[config.mk]
export PLATFORM = sky130hd
export DESIGN_NAME = pipelined_adder
export DESIGN_NICKNAME = d
export VERILOG_FILES = /design/src/rtl/adder_pkg.sv /design/src/rtl/adder_chunk.sv /design/src/rtl/pipelined_adder.sv
export SDC_FILE = /design/constraint.sdc
export NUM_CORES = 1
export LEC_CHECK = 0
export ABC_AREA = 1
export CAP_MARGIN = 20
export CORE_MARGIN = 2
export CORE_UTILIZATION = 35
export DETAILED_ROUTE_END_ITERATION = 8
export HOLD_SLACK_MARGIN = 0.03
export PLACE_DENSITY = 0.64
export SLEW_MARGIN = 15
export SYNTH_ARGS = -nofsm -noshare
export SYNTH_HDL_FRONTEND = slang
export SYNTH_SLANG_ARGS = --single-unit
[constraint.sdc]
create_clock -name clk -period 3.25 [get_ports clk]
set_input_delay 0.65 -clock clk [delete_from_list [all_inputs] [get_ports clk]]
set_output_delay 0.65 -clock clk [all_outputs]
set_load 0.005 [all_outputs]
[src/rtl/adder_pkg.sv]
// Shared types and constants for the pipelined carry-chunk adder.
// The stage record is sized for the widest supported adder; narrower
// instances simply leave the upper bits at zero.
package adder_pkg;

  localparam int ADDER_DEF_WIDTH  = 16;
  localparam int ADDER_DEF_STAGES = 4;
  localparam int ADDER_MAX_WIDTH  = 64;

  // One pipeline register: completed low sum chunks plus the operand
  // chunks that still have to be added by later stages.
  typedef struct packed {
    logic                       valid;
    logic                       carry;
    logic [ADDER_MAX_WIDTH-1:0] sum;
    logic [ADDER_MAX_WIDTH-1:0] opA;
    logic [ADDER_MAX_WIDTH-1:0] opB;
  } stage_t;

  // Mask selecting operand bits [consumed, width) that are still pending.
  function automatic logic [ADDER_MAX_WIDTH-1:0] pendingMask(input int width,
                                                             input int consumed);
    logic [ADDER_MAX_WIDTH-1:0] m;
    m = '0;
    for (int i = 0; i < ADDER_MAX_WIDTH; i++) begin
      if (i >= consumed && i < width) begin
        m[i] = 1'b1;
      end
    end
    return m;
  endfunction

endpackage

[src/rtl/adder_chunk.sv]
// Combinational ripple-carry adder row of CHUNK bits, one per pipeline stage.
module adder_chunk #(
  parameter int CHUNK = 4
) (
  input  logic [CHUNK-1:0] i_a,
  input  logic [CHUNK-1:0] i_b,
  input  logic             i_cin,
  output logic [CHUNK-1:0] o_sum,
  output logic             o_cout
);

  logic w_c;

  // Ripple the carry from bit 0 upward, producing each sum bit on the way.
  always_comb begin
    w_c   = i_cin;
    o_sum = '0;
    for (int i = 0; i < CHUNK; i++) begin
      o_sum[i] = i_a[i] ^ i_b[i] ^ w_c;
      w_c      = (i_a[i] & i_b[i]) | (w_c & (i_a[i] ^ i_b[i]));
    end
    o_cout = w_c;
  end

endmodule

[src/rtl/pipelined_adder.sv]
// Pipelined adder: WIDTH-bit add split into STAGES chunks of WIDTH/STAGES bits,
// one chunk per register stage, with valid/ready flow control and bubble
// collapsing. WIDTH must be a multiple of STAGES and at most ADDER_MAX_WIDTH.
// Optional feature: define PIPELINED_ADDER_OVF_EN to add the signed overflow
// output 'ovf', which travels with the sum.
module pipelined_adder
  import adder_pkg::*;
#(
  parameter int WIDTH  = ADDER_DEF_WIDTH,
  parameter int STAGES = ADDER_DEF_STAGES
) (
  input  logic             clk,
  input  logic             rst,
  input  logic             in_valid,
  output logic             in_ready,
  input  logic [WIDTH-1:0] a,
  input  logic [WIDTH-1:0] b,
  input  logic             cin,
  output logic             out_valid,
  input  logic             out_ready,
  output logic [WIDTH-1:0] sum,
  output logic             cout
`ifdef PIPELINED_ADDER_OVF_EN
  ,
  output logic             ovf
`endif
);

  localparam int CHUNK = WIDTH / STAGES;

  stage_t                     r_stage    [STAGES];
  logic [STAGES-1:0]          w_adv;
  logic [ADDER_MAX_WIDTH-1:0] w_srcA     [STAGES];
  logic [ADDER_MAX_WIDTH-1:0] w_srcB     [STAGES];
  logic [ADDER_MAX_WIDTH-1:0] w_srcSum   [STAGES];
  logic                       w_srcCarry [STAGES];
  logic                       w_srcValid [STAGES];
  logic [CHUNK-1:0]           w_chunkSum [STAGES];
  logic                       w_chunkCout[STAGES];
  logic [STAGES-1:0]          w_unusedBits;

  // A stage may load when it is empty or its contents move on this cycle;
  // the last stage moves on when downstream takes the result.
  always_comb begin
    w_adv = '0;
    w_adv[STAGES-1] = !r_stage[STAGES-1].valid || out_ready;
    for (int k = STAGES - 2; k >= 0; k--) begin
      w_adv[k] = !r_stage[k].valid || w_adv[k+1];
    end
  end

  assign in_ready  = w_adv[0];
  assign out_valid = r_stage[STAGES-1].valid;
  assign sum       = r_stage[STAGES-1].sum[WIDTH-1:0];
  assign cout      = r_stage[STAGES-1].carry;

  for (genvar k = 0; k < STAGES; k++) begin : g_stage
    localparam logic [ADDER_MAX_WIDTH-1:0] PENDING = pendingMask(WIDTH, (k + 1) * CHUNK);

    logic [ADDER_MAX_WIDTH-1:0] w_nextSum;

    if (k == 0) begin : g_first
      assign w_srcA[k]     = ADDER_MAX_WIDTH'(a);
      assign w_srcB[k]     = ADDER_MAX_WIDTH'(b);
      assign w_srcSum[k]   = '0;
      assign w_srcCarry[k] = cin;
      assign w_srcValid[k] = in_valid;
    end else begin : g_later
      assign w_srcA[k]     = r_stage[k-1].opA;
      assign w_srcB[k]     = r_stage[k-1].opB;
      assign w_srcSum[k]   = r_stage[k-1].sum;
      assign w_srcCarry[k] = r_stage[k-1].carry;
      assign w_srcValid[k] = r_stage[k-1].valid;
    end

    adder_chunk #(.CHUNK(CHUNK)) u_chunk (
      .i_a   (w_srcA[k][k*CHUNK +: CHUNK]),
      .i_b   (w_srcB[k][k*CHUNK +: CHUNK]),
      .i_cin (w_srcCarry[k]),
      .o_sum (w_chunkSum[k]),
      .o_cout(w_chunkCout[k])
    );

    // Merge this stage's freshly computed chunk into the running sum.
    always_comb begin
      w_nextSum = w_srcSum[k];
      w_nextSum[k*CHUNK +: CHUNK] = w_chunkSum[k];
    end

    // Stage register: the valid bit follows the upstream on every advance;
    // data is only loaded for real transactions so outputs stay quiet on bubbles.
    always_ff @(posedge clk) begin
      if (rst) begin
        r_stage[k] <= '0;
      end else if (w_adv[k]) begin
        r_stage[k].valid <= w_srcValid[k];
        if (w_srcValid[k]) begin
          r_stage[k].carry <= w_chunkCout[k];
          r_stage[k].sum   <= w_nextSum;
          r_stage[k].opA   <= w_srcA[k] & PENDING;
          r_stage[k].opB   <= w_srcB[k] & PENDING;
        end
      end
    end

    assign w_unusedBits[k] = ^r_stage[k];
  end

`ifdef PIPELINED_ADDER_OVF_EN
  logic r_ovf;

  // Signed overflow = carry into the MSB xor carry out of it, computed as the
  // result enters the last stage so it stays aligned with sum and cout.
  always_ff @(posedge clk) begin
    if (rst) begin
      r_ovf <= 1'b0;
    end else if (w_adv[STAGES-1] && w_srcValid[STAGES-1]) begin
      r_ovf <= w_srcA[STAGES-1][WIDTH-1] ^ w_srcB[STAGES-1][WIDTH-1]
             ^ w_chunkSum[STAGES-1][CHUNK-1] ^ w_chunkCout[STAGES-1];
    end
  end

  assign ovf = r_ovf;
`endif

endmodule

# Word-level counts from Yosys, hierarchy flattened
# Memories as Yosys holds them, arrays and structs flattened.
# Cells that the tools add are included.
dict set report word_totals {
  ff_bits 0
  mem_bits_rw 360
  in_bits 37
  out_inout_bits 19
  word_cells 159
  n_memories 1
}
dict set report op_classes {
  muxes 50
  bitwise_logic 100
  n_reduce_logical 8
}
# memory words width read_ports rd_ports_with_merged_regs wr line_no
set mem_list {}
lappend mem_list {r_stage 4 90 4 0 4 pipelined_adder.sv:31} ;# stage_t r_stage [STAGES];
# op n
set op_table {}
lappend op_table {{64-bit two-way mux} 4}
lappend op_table {{12-bit two-way mux} 8}
lappend op_table {{1-bit two-way mux} 38}
lappend op_table {{1-bit OR} 36}
lappend op_table {{1-bit bitwise AND} 32}
lappend op_table {{1-bit XOR} 32}
lappend op_table {{1-bit zero test} 4}
lappend op_table {{1-bit logical OR} 4}

# Depth between registers and ports, before layout
# Gate-level depths: netlist of the first run.
# An unclocked memory read counts as a cell.
dict set report depth {
  word_depth 11
  ltp_mapped 8
  depth_no_buf 8
}

# Cells and area by module
# Synthesis of the first run repeated with hierarchy kept, for this count alone.
dict set report unflattened {
  hier_cells 390
  area_unflattened_um2 4401.7
}
# module instances cells_each area_per_inst_um2 seq_area_each_um2
set modules_own_cells {}
lappend modules_own_cells {pipelined_adder 1 334 3931.3 2882.8}
lappend modules_own_cells {adder_chunk 4 14 117.6 0.0}

# Least setup slack after synthesis of the first run
# No wires, ideal clock.
dict set report synth_path {
  path_kind {input to register}
  startpoint {input a[0]}
  endpoint {memory r_stage[0][27] (netlist bit) (data pin)}
  setup_time_ns 0.252
  t_arrival_ns 2.178
  t_required_ns 2.998
  slack_ns 0.820
  stages 8
  path_buffers 0
  cell_sequence {fa_1 -> inv_1 -> fa_1 -> inv_1 -> fa_1 -> fa_1 -> inv_1 -> nor2_1}
}
# item line_no
set synth_rtl {}
lappend synth_rtl {{start, declared} pipelined_adder.sv:16} ;# input logic [WIDTH-1:0] a,
lappend synth_rtl {{end, declared} pipelined_adder.sv:31}

==> results, run 1 <==
- In this run the post-CTS setup repair buffer count came out at 0.
- The synthesized instance count is 363.
- Timing would allow up to 0.3777 GHz.
- The worst setup slack before clock tree synthesis is 0.2336 ns.
- The launch point of the worst reg-to-reg path is r_stage[0][88]$_DFFE_PP_.
- The average instance in the mapped netlist occupies 11.85 sq um.
- The synthesized design devotes to its leading area cell type 67.04% of total area.
- In the final layout, the registers with the most flip-flops are r_stage: 96 flops.
- Sequential elements use 67.04% of the synthesized area.
- The net count of the mapped netlist is 416.
- Setup violations remaining at the end of the flow were counted as 0.
- The maximum net fanout on the critical path is 1.
- Detailed placement ended at an HPWL of 3891 microns.
- The number of synthesized flops with an enable pin is 96.
- Dividing total power by cell area gives a power density of 514.3 mW/mm^2.
- In this design, the largest share of critical-path delay is due to adder cells.
- Counting instances in the post-synthesis netlist gives the leading cell types as sky130_fd_sc_hd__inv_1, sky130_fd_sc_hd__edfxtp_1, sky130_fd_sc_hd__nor2_1, sky130_fd_sc_hd__buf_4, sky130_fd_sc_hd__fa_1.
- For the worst setup path, the data arrival time is 2.73 ns.
- The number of clock sinks is 96.
- The terminus of the critical flop-to-flop path is r_stage[0][121]$_SDFFCE_PN0P_.
- The floorplan step set the die height to 114.8 microns.
- The number of global-route vias before repair was 2214.
- The most frequent cell on the critical path is sky130_fd_sc_hd__fa_1.
- After detailed routing, the number of remaining DRC violations is 0.
- The clock passes through at most 2 buffers.
- The number of gates resized after CTS is 0.
- The effective utilization at floorplan is 35.80%.
- The final hold violation count is 0.
- Cells with a size suffix above 1 make up 6.522% of the layout.
- TritonCTS built the clock tree.
- The die covers 0.01319 sq mm.
- The count of port buffers added during placement is 55.
- The routed via count is 2171.
- The post-layout net count is 462.
- The via density per instance is 3.870.
- The register with the most flip-flops in the layout has 96 of them.
- The synthesized cell area is 0.004300 sq mm.
- Of all cell types, the one taking the most synthesized area is sky130_fd_sc_hd__edfxtp_1.
- Summed over all cells, the static leakage comes to 0.002183 uW.
- The first detailed-routing pass ran for 4 iterations.
- The flop and latch count out of synthesis is 96.
- For the final database, setup skew stands at 0.004543 ns.
- The count of nets left with antenna violations once routing finished came out at 0.
- For the worst flop-to-flop path, the logic depth is 8.
- The number of cells on the critical path is 9.
- The combined buffer and inverter count along the critical path is 4.
- STA classifies the critical path startpoint as an input port.
- For this design, the slowest cell found on the critical path is sky130_fd_sc_hd__clkdlybuf4s50_1.
- The layout filler cell count is 1138.
- The worst hold path belongs to the class register to register.
- The post-detailed-routing wire length is 5283 microns.
- The die width is 114.8 microns.
- Ranked by flip-flop count, first place goes to r_stage.
- The worst slew margin relative to its limit is 71.09%.
- The endpoint type of the worst setup path is a register.
- The number of DRC markers after the initial detailed-route iteration is 72.
- The number of warning messages in the yosys log is 0.
- The clock tree synthesis step divided the H-tree into 3 levels.
- In this run the worst setup path terminates at r_stage[0][27]$_SDFFCE_PN0P_.
- The smallest setup slack after layout is 0.6024 ns.
- The unique cell type count in the Yosys netlist is 18.
- The cts-stage hold buffer count is 0.
- At the pin with the least slew margin, the transition time is 0.4332 ns.
- The cell with the most instances after synthesis is sky130_fd_sc_hd__inv_1.
- The global placement routability congestion is 0.6769.
- The final critical path takes up 81.46% of the cycle.
- The type of the setup path with the least slack is input port to register.
- By area the synthesized netlist is led by sky130_fd_sc_hd__edfxtp_1, sky130_fd_sc_hd__inv_1, sky130_fd_sc_hd__nor2_1.
- The number of pins with negative max-slew slack in the final report is 0.
- The top-level I/O count is 56.
- Traced cell by cell, the critical path runs through clkdlybuf4s50_1, fa_1, inv_1, fa_1, inv_1, fa_1, fa_1, inv_1, nor2_1.
- Entering global routing, the biggest net connects 31 pins.
- The floorplan step defined a core boundary enclosing 0.01201 sq mm.
- For this run, the slowest stage of the critical path takes 0.44 ns.
- The worst-case IR drop observed on VDD is 327.2 uV.
- The number of placement rows is 40.
- The design draws 2659 uW.
- The initial antenna violation count came to 0.
- The async set or reset register ratio after synthesis is 0%.
- The number of buffers added by the clock tree synthesis step is 9.
- In the final timing run, aggregate negative setup slack is 0 ns.
- The first global-routing pass estimated 9473 microns of wire.
- Setup repair after global routing left no endpoint under its margin.
- The buffer cell driving the clock tree root is sky130_fd_sc_hd__clkbuf_16.
- The number of inserted diodes is 0.
- The worst setup slack for register-to-register paths is 0.83 ns.
- The required time of the critical path is 3.33 ns.
- The flow ran to the end, and the final reports show no timing, DRC or antenna violations.
- The clock input transition at the sequential cells of the worst setup and hold paths is 0.06 ns.
- The launching element of the worst setup path is a[0].
- In the synthesized netlist the dominant register cell turns out to be sky130_fd_sc_hd__edfxtp_1.
- Summed over all layers, the global routing overflow is 0.
- The shortest clock period the worst path allows after layout is 2.648 ns.
- Global routing used 9.120% of the available tracks.
- The clock latency on the worst-skew pair is 0.33 ns.
- Once layout is complete, the utilization of the core stands at 43.03%.
- The area growth from synthesis to layout is 20.19%.
- After detailed routing, the average wire length per cell comes to 9.417 microns.
- Across the run, the number of max-cap violations was 0.
stage by stage:
step                      std cells  hold slack [ns]  cell area [sq um]
after floorplan                 363           0.5191               4300
after global placement          545           0.5330               4880
after detailed placement        545           0.5339               4880
after CTS                       561           0.5496               5169
after global routing            561           0.5660               5169
final                           561           0.5433               5169
final cells by class:
cell class,count,area [sq um],share of cell area [%]
multi-input cells,128,797.0,15.42
repair buffers,60,588.1,11.38
inverters,114,427.9,8.279
flip-flops and latches,96,2883,55.77
well taps,147,183.9,3.558
clock buffers,10,229.0,4.430
clock inverters,6,60.06,1.162
cells in the final DEF, fill, tap and decap left out, types with 5 or more instances in the layout:
cell	instances
sky130_fd_sc_hd__inv_1	113
sky130_fd_sc_hd__edfxtp_1	96
sky130_fd_sc_hd__buf_4	5
sky130_fd_sc_hd__clkbuf_16	9
sky130_fd_sc_hd__nor2_1	92
sky130_fd_sc_hd__fa_1	16
sky130_fd_sc_hd__nand2_1	8
sky130_fd_sc_hd__clkdlybuf4s50_1	55
cell families (layout without fill, tap and decap cells):
kind of cell,after synthesis,in the layout,synth area share (%)
AO/OA/AOI/OAI,1,1,0.1163
adder cells (fa/ha/maj),16,16,7.448
buffers and inverters,139,190,14.43
flip-flops,96,96,67.04
AND/OR/NAND/NOR,111,111,10.97
worst reg2reg max path: cells and delay by family, from the launching register on:
family                     cells  cell delay [ns]
buffers and inverters          3             0.21
and+or+nand+nor                1             0.04
adders and majority gates      4             1.52
DFF                            1             0.40
routing by layer:
layer | vias to the layer above | global-route usage [%] | share of wire (%)
met5 | - | 0 | 0
met4 | 0 | 6.265 | 3.3
met3 | 10 | 1.950 | 5.6
met2 | 54 | 14.98 | 45
met1 | 948 | 10.74 | 46
li1 | 1159 | - | -
worst min path at each step:
stage	from	endpoint	slack, ns	depth (start not counted)
2_1_floorplan	r_stage[0][100]$_SDFFCE_PN0P_	r_stage[1][10]$_SDFFCE_PN0P_	0.52	2
3_3_place_gp	r_stage[0][120]$_SDFFCE_PN0P_	r_stage[1][30]$_SDFFCE_PN0P_	0.53	2
3_5_place_dp	r_stage[0][9]$_SDFFCE_PN0P_	r_stage[0][99]$_SDFFCE_PN0P_	0.53	2
4_1_cts	r_stage[0][22]$_SDFFCE_PN0P_	r_stage[0][112]$_SDFFCE_PN0P_	0.55	2
5_1_grt	r_stage[0][7]$_SDFFCE_PN0P_	r_stage[0][97]$_SDFFCE_PN0P_	0.57	2
6_report	r_stage[0][99]$_SDFFCE_PN0P_	r_stage[1][9]$_SDFFCE_PN0P_	0.54	2
power by group:
| part | total, uW | internal (uW) | switching, uW |
|---|---|---|---|
| logic | 194 | 95.7 | 98.6 |
| clock network | 1000 | 592 | 413 |
| registers | 1460 | 1440 | 22.7 |
Power figures use the tool's default switching activity.
==> inputs of run 2 (changes only) <==
Clock period 3.25 ns to 2.7 ns, I/O delays scaled along.
==> results, run 2 (synthesis gave the netlist of run 1 again) <==
- The count of port buffers added during placement was 55 (unchanged).
- The library cell used most frequently in the layout, excluding fill and tap cells, is sky130_fd_sc_hd__inv_1.
- The largest voltage drop on the vdd net was 353.2 uV (+7.9%).
- More flip-flops sit in one register than any other, and that register is r_stage.
- The residual DRC count came to 0 (unchanged).
- The worst slack on hold paths is 0.5470 ns (+0.003717 ns).
- The critical path is of the input port to register type.
- The number of maximum-capacitance constraint violations was 0 (unchanged).
- The post-DP HPWL came to 3974 microns (+2.1%).
- The clock input transition at the sequential cells of the worst setup and hold paths came to 0.06 ns (about the same).
- The number of DRC markers after the initial detailed-route iteration is 34 (-53%).
- The number of nets still failing antenna checks after routing was 0 (unchanged).
- The number of placement rows was 40 (unchanged).
- The delay of the slowest cell on the worst path is 0.43 ns (about the same).
- STA classifies the critical path startpoint as an input port.
- The mean routed wirelength per cell is 9.806 microns (+4.1%).
- The count of TritonRoute iterations in the first routing pass is 4 (unchanged).
- The transition time at the pin with the least slew margin was 0.4232 ns (-0.009960 ns).
- The placed cell area is 0.004880 sq mm (unchanged).
- The required time of the critical path came to 2.78 ns (-0.55 ns).
- The final instance area is 0.005169 sq mm (unchanged).
- Setup repair after global routing left no endpoint under its margin.
- The wire length of the first global-routing pass is 9846 microns (+3.9%).
- The die area came to 0.01319 sq mm (unchanged).
- The worst slew margin relative to its limit came to 71.75% (+0.66 points).
- The number of buffers between clock root and the deepest sink was 2 (unchanged).
- The worst setup path is captured at a register.
- The top-level I/O count is 56 (unchanged).
- The layout filler cell count is 1150 (+1.1%).
- The number of inserted diodes is 0 (unchanged).
- TritonCTS built the clock tree.
- The setup violation total in the final timing report is 0 (unchanged).
- The sequential power share is 54.7% (-0.2 points).
- The initial antenna violation count came to 0 (unchanged).
- The maximum level of the CTS H-tree is 3 (unchanged).
- The core area is 0.01201 sq mm (unchanged).
- The number of pins with negative max-slew slack in the final report was 0 (unchanged).
- Among all stages on the critical path, the largest delay is contributed by sky130_fd_sc_hd__clkdlybuf4s50_1.
- The shortest clock period the worst path allows after layout is 2.507 ns.
- The critical path goes through clkdlybuf4s50_1, fa_1, inv_1, fa_1, inv_1, fa_1, fa_1, inv_1, nor2_1.
- The die width is 114.8 microns (unchanged).
- In the final layout, the registers with the most flip-flops are r_stage: 96 flops.
- The power per standard cell area was 621.9 mW/mm^2 (+21%).
- The die outline height is 114.8 microns (unchanged).
- The global placement routability congestion is 0.6961 (+2.8%).
- The period utilization is 92.83%.
- The number of clock sinks is 96 (unchanged).
- The internal cell power is 2557 uW (+20%).
- The combinational share of power is 7.3% (about the same).
- The maximum number of pins on one net before global-route repair is 31 (unchanged).
- The clock network fraction of total power came to 38.0% (+0.2 points).
- The fraction of final layout cells sized beyond drive strength 1 is 6.522% (unchanged).
- The total global routing track utilization is 9.435% (+0.32 points).
- The number of global-route vias before repair is 2268 (+2.4%).
- The number of buffers added by the clock tree synthesis step is 9 (unchanged).
- The detailed-route wire length on metal 1 came to 2536 microns (+3.4%).
- The aggregate negative setup slack was 0 ns (unchanged).
- The post-layout net count is 462 (unchanged).
- The number of flip-flops in the largest register was 96 (unchanged).
- The clock latency on the worst-skew pair came to 0.34 ns (about the same).
- The total setup buffers inserted after CTS was 0 (unchanged).
- The post-detailed-routing wire length is 5501 microns (+4.1%).
- The length of routed met3 wiring is 306 microns (+4.1%).
- The final hold violation count is 0 (unchanged).
- The flow ran to the end, and the final reports show no timing, DRC or antenna violations.
- The placed instance count is 545 (unchanged).
- The number of gates resized after CTS is 0 (unchanged).
- The highest layer used for signal routing is met4.
- The buffer cell driving the clock tree root is sky130_fd_sc_hd__clkbuf_16.
- The met2 wirelength from detailed routing is 2492 microns (+5.5%).
- The maximum net fanout on the critical path is 1 (unchanged).
- In the layout the commonest cells are sky130_fd_sc_hd__inv_1, sky130_fd_sc_hd__edfxtp_1, sky130_fd_sc_hd__nor2_1, sky130_fd_sc_hd__clkdlybuf4s50_1, sky130_fd_sc_hd__fa_1.
- The arrival time at the worst endpoint is 2.59 ns (-0.14 ns).
- The routed via count is 2168 (-0.14%).
- The worst hold path belongs to the class register to register.
- The worst setup slack before clock tree synthesis is -0.1687 ns (-0.4023 ns).
- The smallest setup slack after layout is 0.1935 ns (-0.4090 ns).
- Among the stages of the critical path, the cell type that occurs most often is sky130_fd_sc_hd__fa_1.
- The static leakage power came to 0.002183 uW (unchanged).
- The overall overflow remaining after global route came to 0 (unchanged).
- The maximum operating frequency is 0.3990 GHz.
- The cts-stage hold buffer count is 0 (unchanged).
- The via density per instance is 3.865 (-0.14%).
- The effective utilization at floorplan is 35.80% (unchanged).
- The power dissipated by switching net loads is 656.9 uW (+23%).
- The final instance count without filler cells was 561 (unchanged).
- The area added between synthesis and finish was 20.19% (unchanged).
- The clock skew after layout came to 0.003490 ns (-0.001052 ns).
- The switching power share of the total was 20.44% (+0.36 points).
## run 2: layout make-up
type | instances | area [sq um] | share of cell area [%]
multi-input cells | 128 | 797.0 | 15.42
clock inverters | 6 | 60.06 | 1.162
repair buffers | 60 | 588.1 | 11.38
inverters | 114 | 427.9 | 8.279
clock buffers | 10 | 229.0 | 4.430
well taps | 147 | 183.9 | 3.558
flip-flops and latches | 96 | 2883 | 55.77
## run 2: worst paths after layout
kind | start | endpoint | slack [ns] | depth (start not counted)
max reg2reg | r_stage[0][88]$_DFFE_PP_ | r_stage[0][121]$_SDFFCE_PN0P_ | 0.27 | 8
min | r_stage[1][27]$_SDFFCE_PN0P_ | r_stage[1][117]$_SDFFCE_PN0P_ | 0.55 | 2
max | a[0] | r_stage[0][27]$_SDFFCE_PN0P_ | 0.19 | 9
min reg2reg | r_stage[1][27]$_SDFFCE_PN0P_ | r_stage[1][117]$_SDFFCE_PN0P_ | 0.55 | 2
## run 2: power groups by stage
| stage | Sequential [uW] | Clock (uW) | Combinational [uW] |
|---|---|---|---|
| after floorplan | 1780 | 0 | 145 |
| after global placement | 1790 | 0 | 233 |
| after detailed placement | 1790 | 0 | 238 |
| after CTS | 1760 | 1250 | 240 |
| after global routing | 1770 | 1320 | 273 |
| final | 1760 | 1220 | 234 |
## run 2: per-stage QoR
step	util [%]	power [uW]
4_1_cts	43.03	3254
3_5_place_dp	40.63	2030
2_1_floorplan	-	1930
6_report	43.03	3214
5_1_grt	43.03	3359
3_3_place_gp	40.63	2022
## run 2: critical path: cells and delay by family
family / cells / cell delay, ns
buffers and inverters: 4 / 0.61
AND/OR/NAND/NOR: 1 / 0.04
adder cells (fa/ha/maj): 4 / 1.39
## run 2: layer usage
layer | vias up | track usage [%]
met5 | - | 0
met4 | 0 | 6.024
met3 | 10 | 2.161
met2 | 50 | 15.45
met1 | 949 | 11.25
li1 | 1159 | -
==> RTL change 1: new RTL, flow settings as in run 2 <==
Build with the macro `PIPELINED_ADDER_OVF_EN` defined.
--- a/src/rtl/pipelined_adder.sv
+++ b/src/rtl/pipelined_adder.sv
@@ -5,2 +5,4 @@
 // output 'ovf', which travels with the sum.
+`define PIPELINED_ADDER_OVF_EN
+
 module pipelined_adder
New outputs: ovf. Check against the original RTL: not settled (the Yosys comparison gave no result); the edit may change what the design does.
==> RTL change 1 against run 2 <==
  * Critical path depth did not move
  * Sequential cell count grew 1
  * Via count about the same
  * Wire length fell by 0.91%
  * First-iteration DRC count increased to 3.4 times the old value
  * Design area grew 1.7%
  * Area after synthesis up 1.1%
  * Count of clock-buffer cells in the layout shrank 1
  * Setup slack lost 0.0040 ns
  * Power up 3.9%
  * Cell count increased by 4.5%
  * Largest cell class unchanged
  * Largest power group unchanged
==> RTL change 1: results (changes against run 2) <==
- Syn_nets: 421 (was 416)
- Crit path largest cell delay: ~0.44 ns
- Total GRT Usage: 9.35% (was 9.44%)
- H-Tree Depth: 3 (unchanged)
- CTS Buf Count: 9 (unchanged)
- Top cells by count, synth: 111 x inv_1, 96 x edfxtp_1, 93 x nor2_1, 19 x buf_4, 16 x fa_1 (was 113 x inv_1, 96 x edfxtp_1, 92 x nor2_1, 22 x buf_4, 16 x fa_1)
- Vias per cell: 3.70 (was 3.86)
- Yosys warnings: 0 (unchanged)
- Main flop type after synthesis: edfxtp_1 (unchanged)
- Type of the most critical hold path: flop to flop (unchanged)
- CP Data Arrival Time: 2.58 ns (was 2.59 ns)
- Status: completed (unchanged)
- Share of post-route cells with drive strength above 1: 6.70% (was 6.52%)
- Seq/Total Area, Yosys: 66.7% (was 67.0%)
- Leakage power: 0.00218 µW (about the same)
- DR iter-0 viols: 116 (was 34)
- DP HPWL: 3860 µm (was 3970 µm)
- Synth async-reset ratio: 0% (unchanged)
- Port bufs: 56 (was 55)
- Clk slew on worst S/H paths: roughly 0.070 ns
- Worst clock skew: 0.00722 ns (was 0.00349 ns)
- Pin count of the biggest net entering global routing: 31 (unchanged)
- EDFF count, synth: 96 (unchanged)
- CTS root buf: clkbuf_16 (unchanged)
- Post-detailed-routing wire length: 5450 µm (was 5500 µm)
- Resized Gates After CTS: 0 (unchanged)
- Peak supply drop: 0.000304 V (was 0.000353 V)
- FILL cells: 1115 (was 1150)
- CP max stage cell: fa_1 (was clkdlybuf4s50_1)
- DRT Pass-1 Iters: 5 (was 4)
- Area after DPL: 0.00494 mm² (was 0.00488 mm²)
- Final GP Congestion: 0.691 (was 0.696)
- Kind of cell adding the most delay to the critical path: adder cells (unchanged)
- Nets: 466 (was 462)
- Deepest clock path buffer count: 2 (unchanged)
- Worst-path maximum fanout: 1 (unchanged)
- Yosys cell types: 18 (unchanged)
- Number of global-route vias before repair: 2228 (was 2268)
- First-pass GRT wire length: 9630 µm (was 9850 µm)
- Top cells by area, synth: edfxtp_1 66%, inv_1 9.6%, nor2_1 8.0%, fa_1 7.4%, buf_4 3.3% (was edfxtp_1 67%, inv_1 9.9%, nor2_1 8.0%, fa_1 7.4%, buf_4 3.8%)
- Initial antenna violation count: 0 (unchanged)
- Largest reg by FF count: r_stage (unchanged)
- Setup bufs post-CTS: 0 (unchanged)
- Diode count: 0 (unchanged)
- Worst slew pin tran: 0.636 ns (was 0.423 ns)
- Max FFs per register: 96 (unchanged)
## RTL change 1: path summary, 6_finish.rpt
check | from | end | slack, ns | cells after the start
worst min register to register | ovf$_SDFFE_PP0P_ | ovf$_SDFFE_PP0P_ | 0.54 | 2
worst max-delay path | a[0] | r_stage[0][27]$_SDFFCE_PN0P_ | 0.19 | 9
worst min-delay path | ovf$_SDFFE_PP0P_ | ovf$_SDFFE_PP0P_ | 0.54 | 2
worst max register to register | r_stage[1][88]$_SDFFCE_PN0P_ | ovf$_SDFFE_PP0P_ | 0.28 | 7
## RTL change 1: layout make-up
cell class                 instances  area, µm²  share of cell area, %
sequential                        97       2900                   55.2
tap                              168        210                   4.00
inverter                         114        428                   8.14
clock inverter                     7       95.1                   1.81
clock buffer                       9        225                   4.28
timing repair buffer              59        583                   11.1
multi-input combinational        132        815                   15.5
## RTL change 1: logic make-up after synthesis
family / count (synthesis) / synth area share (%)
buffers and inverters: 139 / 14.5
AND/OR/NAND/NOR: 114 / 11.0
flip-flops: 97 / 66.7
adder cells (fa/ha/maj): 16 / 7.36
AO/OA/AOI/OAI: 1 / 0.115
XOR/XNOR: 1 / 0.201
## RTL change 1: per-stage QoR
stage	setup TNS [ns]	setup WS (ns)	utilization [%]	instances
6_report	0	0.189	43.6	586
5_1_grt	0	0.0915	43.6	586
4_1_cts	0	0.186	43.6	586
3_5_place_dp	-0.262	-0.172	40.9	570
3_3_place_gp	-0.165	-0.119	40.9	570
2_1_floorplan	0	0.374	-	368
## RTL change 1: worst min-delay path, cell delays in order, from the launching register on
cell	delay (ns)
dfxtp_1	0.32
nand3_1	0.08
o21ai_0	0.09
## RTL change 1: layer usage
| layer | share of wire, % | global-route usage, % | vias up |
|---|---|---|---|
| met2 | 45 | 14.8 | 54 |
| met1 | 47 | 11.5 | 932 |
| met5 | 0 | 0 | - |
| met4 | 2.1 | 4.58 | 0 |
| li1 | - | - | 1172 |
| met3 | 6.1 | 3.24 | 8 |
## RTL change 1: power by group
part / internal, µW / total [µW] / switching, µW
registers: 1750 / 1770 / 26.6
clock network: 811 / 1330 / 521
logic: 115 / 236 / 121
==> RTL change 2: new RTL, flow settings as in run 2 <==
Made on the original files. The package constant `ADDER_DEF_STAGES` goes from 4 to 8.
--- a/src/rtl/adder_pkg.sv
+++ b/src/rtl/adder_pkg.sv
@@ -6,3 +6,3 @@
   localparam int ADDER_DEF_WIDTH  = 16;
-  localparam int ADDER_DEF_STAGES = 4;
+  localparam int ADDER_DEF_STAGES = 8;
   localparam int ADDER_MAX_WIDTH  = 64;
Check against the original RTL: not settled (the Yosys comparison gave no result); the edit may change what the design does.
==> RTL change 2 against run 2 <==
  * Design area rose by 89%
  * Wire length rose by 65%
  * Area after synthesis rose by 95%
  * Fmax rose by 6.7%
  * Die area rose by 91%
  * Sequential cell count rose by 104
  * Setup slack improved by 0.16 ns
  * Power rose by 93%
  * Critical path type is now primary input to output pin
  * Largest cell class unchanged
==> RTL change 2: results (changes against run 2) <==
- Worst r2r path cells: 6 (was 8)
- First-pass GRT wire length: 16100 µm (was 9850 µm)
- CP endpoint: in_ready (was r_stage[0][27]$_SDFFCE_PN0P_)
- Post-route cell area: 0.00974 mm² (was 0.00517 mm²)
- Worst slew pin tran: 1.01 ns (was 0.423 ns)
- Pre-CTS setup slack: 0.0645 ns (was -0.169 ns)
- Flop2flop setup slack: 0.78 ns (was 0.27 ns)
- Peak supply drop: 0.000478 V (was 0.000353 V)
- Final GP Congestion: 0.698 (was 0.696)
- Signal inverters: 233 (was 114)
- Synth Area in Compound Gates: 0.119% (was 0.116%)
- Mean Syn Cell Area: 11.8 µm² (about the same)
- Synthesis-stage register bit count: 200 (was 96)
- Worst clock skew: 0.00921 ns (was 0.00349 ns)
- Capturing point of the worst reg2reg path: r_stage[0][198]$_SDFFCE_PN0P_ (was r_stage[0][121]$_SDFFCE_PN0P_)
- CTS Buf Count: 17 (was 9)
- Tap cells: 319 (was 147)
- Clock buffers: 19 (was 10)
- Seq/total area: 61.6% (was 55.8%)
- H-Tree Depth: 4 (was 3)
- DR iter-0 viols: 171 (was 34)
- Worst skew pair latency: 0.43 ns (was 0.34 ns)
- Multi-In Gates: 246 (was 128)
- FILL cells: 2205 (was 1150)
- Nets: 818 (was 462)
- Non-Clock Buffer Area Fraction: 6.60% (was 11.4%)
- Total GRT Usage: 7.85% (was 9.44%)
- Worst R2R Start: r_stage[1][281]$_DFFE_PP_ (was r_stage[0][88]$_DFFE_PP_)
- Worst-path maximum fanout: 3 (was 1)
- Syn_nets: 765 (was 416)
- Share of post-route cells with drive strength above 1: 6.43% (was 6.52%)
- CP Data Arrival Time: 1.81 ns (was 2.59 ns)
- Top cells by count, synth: 230 x inv_1, 200 x edfxtp_1, 197 x nor2_1, 22 x buf_4, 17 x nand2_1 (was 113 x inv_1, 96 x edfxtp_1, 92 x nor2_1, 22 x buf_4, 16 x fa_1)
- EDFF count, synth: 200 (was 96)
- Multi-input logic area: 0.00127 mm² (was 797 µm²)
- Status: completed (unchanged)
RTL change 2: changes by cell type after synthesis, moves of 2 or more:
cell,run 2,this run
buf_6,2,5
nand2_1,8,17
nand2_2,2,0
inv_1,113,230
nor2_1,92,197
nand3_1,2,6
edfxtp_1,96,200
buf_2,1,5
RTL change 2: cell families after synthesis:
kind of cell | count (synthesis)
buf+inv | 266
fa+ha+maj | 16
simple gates | 228
flops | 200
compound gates | 2
RTL change 2: where the power goes:
| group | switching, µW | internal [µW] | total (µW) |
|---|---|---|---|
| clock network | 1080 | 1280 | 2370 |
| logic | 156 | 115 | 271 |
| registers | 36.4 | 3540 | 3580 |
| total | 1280 | 4940 | 6220 |
RTL change 2: worst min path at each step:
stage	start	end	slack [ns]	cells after the start
2_1_floorplan	r_stage[0][6]$_SDFFCE_PN0P_	r_stage[0][100]$_SDFFCE_PN0P_	0.52	2
3_3_place_gp	r_stage[0][107]$_SDFFCE_PN0P_	r_stage[0][201]$_SDFFCE_PN0P_	0.53	2
3_5_place_dp	r_stage[0][295]$_SDFFCE_PN0P_	r_stage[1][13]$_SDFFCE_PN0P_	0.53	2
4_1_cts	r_stage[1][122]$_SDFFCE_PN0P_	r_stage[1][216]$_SDFFCE_PN0P_	0.55	2
5_1_grt	r_stage[1][123]$_SDFFCE_PN0P_	r_stage[1][217]$_SDFFCE_PN0P_	0.57	2
6_report	r_stage[1][122]$_SDFFCE_PN0P_	r_stage[1][216]$_SDFFCE_PN0P_	0.54	2
RTL change 2: layer usage:
| layer | part of all wire [%] | GRT usage (%) |
|---|---|---|
| met1 | 47 | 9.08 |
| met4 | 2.4 | 4.63 |
| met3 | 4.4 | 2.46 |
| met2 | 46 | 12.8 |
| met5 | 0 | 0 |
